==> config.mk <==
export PLATFORM = sky130hd
export DESIGN_NAME = conv_mdc_ctrl_fsm
export DESIGN_NICKNAME = d
export VERILOG_FILES = /design/src/rtl/conv_mdc_ctrl_fsm.sv
export SDC_FILE = /design/constraint.sdc
export NUM_CORES = 1
export LEC_CHECK = 0
export BUFFER_PORTS_ARGS = -buffer_cell sky130_fd_sc_hd__clkbuf_2
export CAP_MARGIN = 10
export CORE_ASPECT_RATIO = 1.25
export CORE_MARGIN = 2
export CORE_UTILIZATION = 58
export CTS_BUF_LIST = sky130_fd_sc_hd__clkbuf_4 sky130_fd_sc_hd__clkbuf_8
export DETAILED_ROUTE_END_ITERATION = 12
export PLACE_DENSITY_LB_ADDON = 0.15
export SLEW_MARGIN = 10
export SYNTH_ARGS = -nofsm -noshare
export SYNTH_HDL_FRONTEND = slang
export SYNTH_SLANG_ARGS = --single-unit
==> constraint.sdc <==
create_clock -name clk_i -period 3.55 [get_ports clk_i]
set_input_delay 0.1775 -clock clk_i [delete_from_list [all_inputs] [get_ports clk_i]]
set_output_delay 0.1775 -clock clk_i [all_outputs]
set_load 0.01 [all_outputs]
==> src/rtl/conv_mdc_ctrl_fsm.sv <==
// Tile sequencer of the conv_mdc HWPE: arms src/dst streams, starts the engine, tracks tiles.
// Optional cycle watchdog on COMPUTE/WAIT is enabled by defining CONV_MDC_FSM_TIMEOUT_EN.
module conv_mdc_ctrl_fsm #(
  parameter int unsigned  CNT_LEN        = 1024,
  parameter int unsigned  TIMEOUT_CYCLES = 65535,
  localparam int unsigned CNT_W          = $clog2(CNT_LEN) + 1
) (
  input  logic             clk_i,
  input  logic             rst_ni,
  input  logic             clear_i,
  input  logic             start_i,
  input  logic [15:0]      nb_iter_i,
  input  logic [31:0]      tilestride_i,
  input  logic [CNT_W-1:0] cnt_limit_i,
  input  logic             src_ready_i,
  input  logic             dst_ready_i,
  input  logic             dst_done_i,
  input  logic             eng_done_i,
  output logic             src_req_start_o,
  output logic             dst_req_start_o,
  output logic             eng_start_o,
  output logic             eng_clear_o,
  output logic [CNT_W-1:0] eng_cnt_limit_o,
  output logic [31:0]      tile_offs_o,
  output logic [15:0]      iter_idx_o,
  output logic             busy_o,
  output logic             done_o,
  output logic             error_o
);

  typedef enum logic [2:0] {
    StIdle,
    StStart,
    StCompute,
    StWait,
    StUpdate,
    StTerminate
  } state_e;

  state_e           state_q, state_d;
  logic [15:0]      nb_iter_q, nb_iter_d;
  logic [31:0]      stride_q, stride_d;
  logic [CNT_W-1:0] cnt_limit_q, cnt_limit_d;
  logic [15:0]      iter_q, iter_d;
  logic [31:0]      offs_q, offs_d;
  logic             dst_seen_q, dst_seen_d;
  logic             error_q, error_d;
  logic             start_pulse_q, start_pulse_d;
  logic             done_q, done_d;
  logic             busy_q, busy_d;
  logic             timeout;
  logic             last_tile;

`ifdef CONV_MDC_FSM_TIMEOUT_EN
  logic [31:0] wdt_q, wdt_d;

  // Counts cycles spent waiting on compute/drain; rearmed every time a tile is started.
  always_comb begin
    wdt_d = wdt_q;
    if (state_q == StStart) begin
      wdt_d = '0;
    end else if (state_q == StCompute || state_q == StWait) begin
      wdt_d = wdt_q + 32'd1;
    end
  end

  assign timeout = (state_q == StCompute || state_q == StWait) &&
                   (wdt_q >= 32'(TIMEOUT_CYCLES - 1));

  always_ff @(posedge clk_i or negedge rst_ni) begin
    if (!rst_ni) begin
      wdt_q <= '0;
    end else if (clear_i) begin
      wdt_q <= '0;
    end else begin
      wdt_q <= wdt_d;
    end
  end
`else
  assign timeout = 1'b0;
`endif

  // Widened compare so nb_iter = 0xFFFF cannot wrap.
  assign last_tile = (({1'b0, iter_q} + 17'd1) == {1'b0, nb_iter_q});

  always_comb begin
    state_d       = state_q;
    nb_iter_d     = nb_iter_q;
    stride_d      = stride_q;
    cnt_limit_d   = cnt_limit_q;
    iter_d        = iter_q;
    offs_d        = offs_q;
    dst_seen_d    = dst_seen_q;
    error_d       = error_q;
    start_pulse_d = 1'b0;

    unique case (state_q)
      StIdle: begin
        if (start_i) begin
          nb_iter_d   = (nb_iter_i == 16'd0) ? 16'd1 : nb_iter_i;
          stride_d    = tilestride_i;
          cnt_limit_d = cnt_limit_i;
          iter_d      = '0;
          offs_d      = '0;
          dst_seen_d  = 1'b0;
          error_d     = 1'b0;
          state_d     = StStart;
        end
      end
      StStart: begin
        if (src_ready_i && dst_ready_i) begin
          start_pulse_d = 1'b1;
          state_d       = StCompute;
        end
      end
      StCompute: begin
        if (eng_done_i && dst_done_i) begin
          dst_seen_d = 1'b0;
          state_d    = StUpdate;
        end else if (eng_done_i) begin
          state_d = StWait;
        end else begin
          if (dst_done_i) begin
            dst_seen_d = 1'b1;
          end
          if (timeout) begin
            error_d = 1'b1;
            state_d = StTerminate;
          end
        end
      end
      StWait: begin
        if (dst_done_i || dst_seen_q) begin
          dst_seen_d = 1'b0;
          state_d    = StUpdate;
        end else if (timeout) begin
          error_d = 1'b1;
          state_d = StTerminate;
        end
      end
      StUpdate: begin
        if (last_tile) begin
          state_d = StTerminate;
        end else begin
          iter_d  = iter_q + 16'd1;
          offs_d  = offs_q + stride_q;
          state_d = StStart;
        end
      end
      StTerminate: begin
        dst_seen_d = 1'b0;
        state_d    = StIdle;
      end
      default: begin
        state_d = StIdle;
      end
    endcase

    // Registered outputs are computed from the next state so they align with it.
    done_d = (state_d == StTerminate);
    busy_d = (state_d != StIdle);
  end

  always_ff @(posedge clk_i or negedge rst_ni) begin
    if (!rst_ni) begin
      state_q       <= StIdle;
      nb_iter_q     <= '0;
      stride_q      <= '0;
      cnt_limit_q   <= '0;
      iter_q        <= '0;
      offs_q        <= '0;
      dst_seen_q    <= 1'b0;
      error_q       <= 1'b0;
      start_pulse_q <= 1'b0;
      done_q        <= 1'b0;
      busy_q        <= 1'b0;
    end else if (clear_i) begin
      state_q       <= StIdle;
      nb_iter_q     <= '0;
      stride_q      <= '0;
      cnt_limit_q   <= '0;
      iter_q        <= '0;
      offs_q        <= '0;
      dst_seen_q    <= 1'b0;
      error_q       <= 1'b0;
      start_pulse_q <= 1'b0;
      done_q        <= 1'b0;
      busy_q        <= 1'b0;
    end else begin
      state_q       <= state_d;
      nb_iter_q     <= nb_iter_d;
      stride_q      <= stride_d;
      cnt_limit_q   <= cnt_limit_d;
      iter_q        <= iter_d;
      offs_q        <= offs_d;
      dst_seen_q    <= dst_seen_d;
      error_q       <= error_d;
      start_pulse_q <= start_pulse_d;
      done_q        <= done_d;
      busy_q        <= busy_d;
    end
  end

  assign src_req_start_o = start_pulse_q;
  assign dst_req_start_o = start_pulse_q;
  assign eng_start_o     = start_pulse_q;
  assign eng_clear_o     = done_q;
  assign eng_cnt_limit_o = cnt_limit_q;
  assign tile_offs_o     = offs_q;
  assign iter_idx_o      = iter_q;
  assign busy_o          = busy_q;
  assign done_o          = done_q;
  assign error_o         = error_q;

  timeout_cfg_a: assert property (@(posedge clk_i) disable iff (!rst_ni) TIMEOUT_CYCLES != 0);
  iter_bound_a: assert property (@(posedge clk_i) disable iff (!rst_ni)
    busy_q |-> (iter_q < nb_iter_q));
  start_pulse_a: assert property (@(posedge clk_i) disable iff (!rst_ni)
    start_pulse_q |=> !start_pulse_q);
  done_idle_a: assert property (@(posedge clk_i) disable iff (!rst_ni)
    done_q |=> !busy_q);

endmodule

==> metrics <==
Yosys top cell area share 0.416; most frequent cell after synthesis sky130_fd_sc_hd__nand2_1; met2 WL post-DR just over 10000 um; Hold Vio Cnt, Final 0; number of pins exceeding their max-slew limit in the final report 0; H-tree depth 4; placed cell count 1026; Worst IR Drop VDD 0.000309 V; worst-case setup slack after placement 385 ps; Slew HR 0.395; post-CTS clock slew at the launch and capture registers of the worst setup and hold paths about 70 ps; final core utilization 0.749; setup slack of the critical path after layout 360 ps; synthesized area per cell 8.69 um2; Synth Flop Type sky130_fd_sc_hd__dfrtp_1; Critical Path Start Type flop; top cell types by occurrence after synthesis sky130_fd_sc_hd__nand2_1, sky130_fd_sc_hd__dfrtp_1, sky130_fd_sc_hd__a21oi_1, sky130_fd_sc_hd__nor2_1, sky130_fd_sc_hd__o21ai_0; vias around 6600; routed wire length between 15000 and 20000 um; top layer in use met4; footprint of the multi-input gates approximately 0.0037 mm2; final antenna diode count 0; required time at the worst-slack endpoint around 3900 ps; area taken by flip-flops and latches 0.00285 mm2; Remaining Overflow, GRT 0; Num Clock Sinks between 100 and 150; pwr/cell area between 300 and 400 mW/mm2; number of vias per cell after detailed routing 5.94; area grow syn2layout 26.5%; ys async rst share 1.00; routed wirelength normalized by instance count ~17 um; setup TNS 0 ps; ratio of cells with drive above 1 in the final layout 0.194; combined global-route utilization of all metal layers 0.320; Seq/Total Area, Yosys 0.416; CTS tree yes; flops & latches, synth 114; synthesized net count around 890; filler cell count between 800 and 900; share of the cycle needed by the critical path after routing 0.899; Hold Path Cell Cnt 3; actual transition at the worst max-transition pin about 900 ps; met1 wire length approximately 7700 um; number of warnings printed during yosys synthesis 0; cell type contributing the most total cell area after synthesis sky130_fd_sc_hd__dfrtp_1; root buffer cell sky130_fd_sc_hd__clkbuf_8; Critical Setup Path Class flop to flop; RSZ-0062 raised after global routing no; leakage power figure roughly 4.2 nW; clock latency at the later pin of the worst-skew pair roughly 460 ps; number of distinct library cell variants in the gate-level netlist after synthesis 64; pin count of the biggest net entering global routing 70; Boundary Pins 133; die span in y 126 um; final routed DRC violation total 0; time the worst path needs with I/O delays and setup about 3200 ps; worst setup path endpoint tile_offs_o[26]; largest fanout of any net on the critical path 23; Post-Syn Area 0.00685 mm2; first-pass detailed-route iteration total 6; synth top area cells sky130_fd_sc_hd__dfrtp_1, sky130_fd_sc_hd__nand2_1, sky130_fd_sc_hd__a21oi_1, sky130_fd_sc_hd__ha_1, sky130_fd_sc_hd__xor2_1; die width between 100 and 150 um; count of non-filler cells in the finished layout 1118; R2R Path Start iter_idx_o[0]; status completed; first-pass GRT wire length between 30000 and 40000 um; Detailed Place HPWL around 13000 um; number of maximum-capacitance violations 0; Final Total Pwr between 3 and 4 mW; Gate Count Post-Synth roughly 800; kind of capture point of the worst setup path flop; maximum operating frequency 313 MHz; First DRT Iteration DRCs roughly 330; hold crit path type input port to flop; Worst Reg2Reg Path Length in Cells 10; final setup fails 0; number of standard-cell rows in the floorplan 44; Met3 Routed Length 928 um; die area 0.0127 mm2; initial antenna violation count 0; origin of the worst setup path iter_idx_o[0]; antenna violation net count after detailed routing 0; endpoint arrival time on the critical path between 3000 and 4000 ps; clock skew after layout between 15 and 20 ps; largest buffer count on any clock path 2; register-to-register setup slack between 300 and 400 ps; Layout Nets around 1100; Port Buf Inserts ~130; EDFF count, synth 0; reg-to-reg critical path endpoint tile_offs_o[26]; total clock buffers created by CTS 17; RD Place Congestion ~0.92; number of global-route vias before repair 6774; Initial Utilization 0.593; CORE AREA between 0.01 and 0.015 mm2
[sequential cells by signal (all words and copies together), names as in the netlist]
name / cells
state_q: 3
iter_idx_o: 16
tile_offs_o: 32
done_o: 1
eng_cnt_limit_o: 11
busy_o: 1
nb_iter_q: 16
stride_q: 32
dst_seen_q: 1
dst_req_start_o: 1
[worst max-delay path: stages, from the launching register on]
cell,delay (ps)
sky130_fd_sc_hd__dfrtp_1,490
sky130_fd_sc_hd__ha_1,290
sky130_fd_sc_hd__nand3_1,120
sky130_fd_sc_hd__or4_1,550
sky130_fd_sc_hd__xnor2_1,190
sky130_fd_sc_hd__nor3_1,260
sky130_fd_sc_hd__nand4b_4,150
sky130_fd_sc_hd__o32ai_4,390
sky130_fd_sc_hd__nand2b_1,160
sky130_fd_sc_hd__buf_4,300
sky130_fd_sc_hd__o21ai_0,150
[metal layers]
metal,GRT usage,vias up
met5,0,-
met4,0.149,0
met3,0.0598,46
met2,0.560,222
met1,0.374,3218
li1,-,3152
[power breakdown]
group          leakage [nW]  internal, mW  switching (mW)  total (mW)
registers              1.56          1.35          0.0386        1.39
logic                  2.41         0.180           0.248       0.429
clock network         0.236         0.871           0.541        1.41
[kinds of logic after synthesis]
logic type / Yosys count / share of synthesized area
and+or+nand+nor: 283 / 0.195
muxes: 4 / 0.00603
xor gates and xnor gates: 46 / 0.0588
DFF: 114 / 0.416
other: 1 / 0.000547
adders and majority gates: 33 / 0.0614
buffers and inverters: 68 / 0.0435
AOI/OAI and AO/OA: 239 / 0.219
[worst min-delay path by stage]
| stage | start | to | slack, ps |
|---|---|---|---|
| global route | dst_ready_i | dst_req_start_o | 20 |
| CTS | dst_ready_i | dst_req_start_o | 4 |
| floorplan | rst_ni | busy_o | -120 |
| detailed placement | rst_ni | tile_offs_o[6] | 350 |
| global placement | rst_ni | tile_offs_o[6] | 340 |
| finish | dst_ready_i | dst_req_start_o | 20 |
[metrics by stage]
step | instance area, um2 | hold slack (ps)
after global placement | 7600 | 341
final | 8660 | 21.0
after CTS | 8660 | 3.53
after floorplan | 6850 | -118
after global routing | 8660 | 24.5
after detailed placement | 7600 | 347
[what timing repair did]
item                                    4_1_cts  5_1_grt
setup buffers                                 0        0
hold buffers                                 61        0
endpoints found under the setup margin        0        0
gates resized for setup                       0        0
hold endpoints to repair                    127        0
[cell usage in the layout (no fill, tap or decap), types with 21 or more instances in the layout]
| cell | Yosys | final |
|---|---|---|
| sky130_fd_sc_hd__a21oi_1 | 90 | 90 |
| sky130_fd_sc_hd__clkbuf_2 | 0 | 130 |
| sky130_fd_sc_hd__dfrtp_1 | 114 | 114 |
| sky130_fd_sc_hd__dlygate4sd3_1 | 0 | 61 |
| sky130_fd_sc_hd__ha_1 | 32 | 32 |
| sky130_fd_sc_hd__inv_1 | 21 | 21 |
| sky130_fd_sc_hd__nand2_1 | 150 | 150 |
| sky130_fd_sc_hd__nor2_1 | 43 | 43 |
| sky130_fd_sc_hd__o21ai_0 | 38 | 38 |
| sky130_fd_sc_hd__o31ai_1 | 22 | 22 |
| sky130_fd_sc_hd__xor2_1 | 27 | 27 |
[cell type report]
class | count | share of cell area
clock buffers | 20 | 0.0310
clock inverters | 11 | 0.0212
inverters | 21 | 0.00910
multi-input cells | 606 | 0.428
flip-flops and latches | 114 | 0.329
well taps | 138 | 0.0199
repair buffers | 208 | 0.162
Note: power is estimated with default switching activity, not from simulation.
